[src/rtl/input_debouncer.sv]
// Turns a raw, possibly bouncing, asynchronous level into a clean clock-synchronous level.
// A synchronizer chain feeds a two-state FSM that needs DEBOUNCE_CYCLES identical samples before x follows.
module input_debouncer #(
  parameter int   SYNC_STAGES     = 2,
  parameter int   DEBOUNCE_CYCLES = 4,
  parameter int   CNT_W           = 16,
  parameter logic RESET_LEVEL     = 1'b0
) (
  input  logic clk,
  input  logic rst,
  input  logic x_raw,
  output logic x,
  output logic busy
);

  typedef enum logic {
    ST_STABLE = 1'b0,
    ST_WAIT   = 1'b1
  } state_t;

  localparam logic [CNT_W-1:0] CNT_ONE  = CNT_W'(1);
  localparam logic [CNT_W-1:0] CNT_LAST = CNT_W'(DEBOUNCE_CYCLES - 1);

  logic [SYNC_STAGES-1:0] sync_q, sync_d;
  logic                   x_sync;
  state_t                 state_q, state_d;
  logic [CNT_W-1:0]       cnt_q, cnt_d;
  logic                   x_q, x_d;
  logic                   busy_q, busy_d;

  // Only the last synchronizer stage is allowed to reach the FSM.
  assign sync_d = {sync_q[SYNC_STAGES-2:0], x_raw};
  assign x_sync = sync_q[SYNC_STAGES-1];

  always_comb begin
    state_d = state_q;
    cnt_d   = cnt_q;
    x_d     = x_q;
    case (state_q)
      ST_STABLE: begin
        cnt_d = '0;
        if (x_sync != x_q) begin
          if (DEBOUNCE_CYCLES == 1) begin
            x_d = x_sync;
          end else begin
            state_d = ST_WAIT;
            cnt_d   = CNT_ONE;
          end
        end
      end
      ST_WAIT: begin
        if (x_sync == x_q) begin
          // Bounced back before qualifying: drop the candidate.
          state_d = ST_STABLE;
          cnt_d   = '0;
        end else if (cnt_q == CNT_LAST) begin
          x_d     = x_sync;
          state_d = ST_STABLE;
          cnt_d   = '0;
        end else begin
          cnt_d = cnt_q + CNT_ONE;
        end
      end
      default: begin
        state_d = ST_STABLE;
        cnt_d   = '0;
      end
    endcase
    busy_d = (state_d == ST_WAIT);
  end

  always_ff @(posedge clk) begin
    if (rst) begin
      sync_q  <= {SYNC_STAGES{RESET_LEVEL}};
      state_q <= ST_STABLE;
      cnt_q   <= '0;
      x_q     <= RESET_LEVEL;
      busy_q  <= 1'b0;
    end else begin
      sync_q  <= sync_d;
      state_q <= state_d;
      cnt_q   <= cnt_d;
      x_q     <= x_d;
      busy_q  <= busy_d;
    end
  end

  assign x    = x_q;
  assign busy = busy_q;

endmodule

[config.mk]
export PLATFORM = sky130hd
export DESIGN_NAME = input_debouncer
export DESIGN_NICKNAME = d
export VERILOG_FILES = /design/src/rtl/input_debouncer.sv
export SDC_FILE = /design/constraint.sdc
export NUM_CORES = 1
export LEC_CHECK = 0
export CORE_MARGIN = 2
export CORE_UTILIZATION = 61
export CTS_BUF_LIST = sky130_fd_sc_hd__clkbuf_4 sky130_fd_sc_hd__clkbuf_8
export DETAILED_ROUTE_END_ITERATION = 8
export HOLD_SLACK_MARGIN = 0.05
export PLACE_DENSITY = 0.81
export SYNTH_ARGS = -nofsm -noshare
export SYNTH_HDL_FRONTEND = slang
export SYNTH_SLANG_ARGS = --single-unit
[constraint.sdc]
create_clock -name clk -period 3.6 [get_ports clk]
set_input_delay 0.72 -clock clk [delete_from_list [all_inputs] [get_ports clk]]
set_output_delay 0.72 -clock clk [all_outputs]
set_load 0.005 [all_outputs]
# Word level (Yosys, flattened, before mapping)
# Index checks and enable logic that the tools add are counted.
# classes
div_mod_pow	0
addsub	1
multipliers	0
n_shift	0
n_mux	8
n_reduce_logical	1
bitwise	2
n_lt_le_gt_ge	0
eq_ne	3
# ops
operator	n
two-way mux 16 bit	2
one-hot mux 16 bit (2 select lines)	1
adder 16 x 1 -> 16 bit, second input constant	1
== test 16 x 2 -> 1 bit, second input constant	1
two-way mux 1 bit	4
AND reduction 3 bit	1
NOT 1 bit	2
one-hot mux 1 bit (2 select lines)	1
== test 1 bit	1
!= test 1 bit	1
# word_totals
romBits	0
output_inout_bits	2
register_bits	20
ramBits	0
n_memories	0
latchBits	0

# Longest topological paths before layout
# logic_depth
ltp_word	4
depth_mapped	6

# Worst setup path after synthesis
# Ideal clock, no wire load.
# synth_timing
path_kind	register -> register
start	reg cnt_q[0]
end	reg x_q (netlist: x)
n_path_buf	0
period_less_slack_ps	1393
setup_slack_ps	2207
setup_ps	114
t_arrival_ps	1279
stages_incl_launch_ff	6
t_required_ps	3486
path_cell_list	dfxtp_1 ha_1 nor4b_2 and4_1 mux2i_1 nor2_1
# synth_via
elab_chain_cells	2
# synth_lines
element	line_no	source
from (decl)	27	logic [CNT_W-1:0] cnt_q, cnt_d;
from (signal assigned)	82	cnt_q <= cnt_d;
== test 16 x 2 -> 1 bit	56	end else if (cnt_q == CNT_LAST) begin
AND reduction 3 bit (no line)	n/a	
to (signal assigned)	77	x_q <= RESET_LEVEL;
to (signal assigned)	83	x_q <= x_d;
to (decl)	28	logic x_q, x_d;
# No other way between the ends.
# A chain may end at the register's enable or synchronous reset.

# Worst setup path after layout
# layout_timing
start	reg busy_q (netlist: busy)
end	out busy
# layout_lines
element	line_no	source
from (decl)	29	logic busy_q, busy_d;
from (signal assigned)	84	busy_q <= busy_d;
to (decl)	13	output logic busy
# No word-level cell between the ends.

==> metrics.md <==
| Metric | Value |
|---|---|
| Worst Setup End Kind | `output pin` |
| Routed len/inst | `13.1 um` |
| Critical path class | `flip-flop to output pin` |
| Leak | `0.307 nW` |
| Net Count, Synth | `98` |
| Maximum fanout along the worst path | `4` |
| Worst ir drop on vdd | `250 uV` |
| CP startpoint kind | `flip-flop` |
| Total Wirelength | `1500 um` |
| Final setup fails | `0` |
| Pin count of the biggest net entering global routing | `16` |
| Yosys warns | `0` |
| Post-synth cell types | `25` |
| Max-slew violations | `0` |
| Met3 Use GR | `2.59%` |
| Post-Syn Area | `907 um^2` |
| Ranking of synthesized cells by area | `dfxtp_1 44%, xnor2_1 13%, nor2_1 8.7%, nor4_2 4.1%, nand4_2 2.8%` |
| Root Driver | `clkbuf_4` |
| Num CTS Buffers | `3` |
| Post-Place Setup Slack | `1.63 ns` |
| GP Congestion | `0.779` |
| Core area | `1350 um^2` |
| Final worst slack | `1.66 ns` |
| DRC errors left | `0` |
| Share of cells above drive strength 1 | `13.0%` |
| CTS sink cnt | `20` |
| Vias in the first global route | `626` |
| Vias | `637` |
| Detail Route Antenna Nets | `0` |
| Cells after Synth | `94` |
| Hold WS | `0.461 ns` |
| CTS max path bufs | `2` |
| Gr usage total | `19.2%` |
| GRT overflow | `0` |
| CTS tree | `built` |
| EDFF count, synth | `0` |
| Vias per cell | `5.54` |
| Antenna violations before repair | `0` |
| H-tree Lvls | `1` |
| FMAX | `515 MHz` |
| Initial core utilization | `67.2%` |
| Hold Path Depth | `1` |
| DPL Wire Length | `1100 um` |
| CP peak stage delay | `0.52 ns` |
| I/O pin count | `5` |
| Top cell type by total area after synthesis | `dfxtp_1` |
| RSZ-0062 raised after global routing | `no` |
| DRT Pass-1 Iters | `4` |
| Max Cap Violations | `0` |
| GRT busiest layer | `met2` |
| Top-area cell type share of the netlist area | `44.1%` |
| Slowest cell on crit path | `clkdlybuf4s50_1` |
| Final Hold Viols | `0` |
| Height of the die | `42.6 um` |
| Clock Latency Late Sink | `0.30 ns` |
| Nets | `105` |
| Floorplan row count | `13` |
| Worst EP required | `2.88 ns` |
| CP arrival | `1.22 ns` |
| Clk slew on worst S/H paths | `0.10 ns` |
| Worst path top cell family by delay | `buffers and inverters` |
| Port Buf Inserts | `4` |
| Hold/Removal Path Class | `flip-flop to flip-flop` |
| Area post-placement | `950 um^2` |
| GR Util met2 | `31.1%` |
| Die area | `1810 um^2` |
| Design Area, Final | `986 um^2` |
| Resized Gates After CTS | `0` |
| Post-synthesis register bit count | `20` |
| Hold buffers post-CTS | `0` |
| Routing usage on met1 | `24.1%` |
| Ys flop type | `dfxtp_1` |
| Die Width | `42.6 um` |
| Setup TNS | `0 ns` |
| Minimum clock period | `1.94 ns` |
| Buf+Inv Stages, Crit Path | `1` |
| Outcome | `complete, no violations` |
| Final Cycle Share | `53.9%` |
| Iter 0 DRT Violations | `11` |
| Ant. Diodes | `0` |
| First-pass GRT wire length | `2620 um` |
| Crit-path cells | `clkdlybuf4s50_1` |
| Post-CTS setup buffer count | `0` |
| Area Growth Syn to Fin | `8.69%` |
| Worst rel slew slack | `72.5%` |
| Worst Skew | `0.00449 ns` |
| Sequential-to-total area share from yosys stat | `44.1%` |
| Post-synthesis area per instance | `9.65 um^2` |
| Crit path depth | `1` |
| Worst slew pin tran | `0.409 ns` |
| Ys async rst share | `0%` |
| Power per cell area | `363 nW/um^2` |
| Reg2reg path depth | `5` |
==> state kept, by name (all words and copies together), names as in the netlist <==
signal	flops
busy	1
cnt_q	16
sync_q	2
x	1
==> layer usage <==
| metal | part of all wire, % | routed length (um) |
|---|---|---|
| met5 | 0 | 0 |
| met4 | 2.5 | 38 |
| met3 | 2.3 | 34 |
| met2 | 48 | 722 |
| met1 | 47 | 707 |
==> path summary, 6_finish.rpt <==
check / start / end / slack [ns]
max: busy$_SDFF_PP0_ / busy / 1.66
min: sync_q[0]$_SDFF_PP0_ / sync_q[1]$_SDFF_PP0_ / 0.46
max reg2reg: cnt_q[0]$_SDFF_PP0_ / cnt_q[3]$_SDFF_PP0_ / 1.99
min reg2reg: sync_q[0]$_SDFF_PP0_ / sync_q[1]$_SDFF_PP0_ / 0.46
==> power by group <==
group | switching, mW | internal, mW
Clock | 0.0659 | 0.0618
Combinational | 0.00197 | 0.00404
Sequential | 0.00118 | 0.223
==> synthesized netlist by cell type, types with 2 or more instances <==
cell     number
nand2_1       3
nor3_1        5
nor2_1       21
xnor2_1      13
nor4_2        3
dfxtp_1      20
nor2b_1       2
nor4_1        2
nand3_1       4
inv_1         4
nand4_2       2
xor2_1        2
==> cells in the final DEF, fill, tap and decap left out, types with 2 or more instances in the layout <==
master and instances:
nand4_2 2, nand3_1 4, clkbuf_4 3, nor2_1 21
xnor2_1 13, inv_1 4, dfxtp_1 20, nand2_1 3
nor2b_1 2, xor2_1 2, clkdlybuf4s50_1 4, nor3_1 5
nor4_2 3, nor4_1 2
==> final cells by class <==
type	instances	area, um^2
well taps	15	18.8
flip-flops and latches	20	400
multi-input cells	68	475
fillers	97	364
clock buffers	4	36.3
repair buffers	4	40.0
inverters	4	15.0
==> stage by stage <==
step	cells	power [mW]	utilization, %
2_1_floorplan	94	0.231	-
3_3_place_gp	111	0.235	70.3
3_5_place_dp	111	0.235	70.3
4_1_cts	115	0.359	73.0
5_1_grt	115	0.370	73.0
6_report	115	0.358	73.0
==> cells by family (layout without fill, tap and decap cells) <==
kind of cell | Yosys count | in the layout | synth area share [%]
AOI/OAI and AO/OA | 1 | 1 | 0.828
xor gates and xnor gates | 15 | 15 | 14.5
adders and majority gates | 1 | 1 | 1.38
buffers and inverters | 6 | 12 | 3.45
DFF | 20 | 20 | 44.1
muxes | 1 | 1 | 1.10
and+or+nand+nor | 50 | 50 | 34.6
No activity file was read; power rests on OpenSTA's default activity.
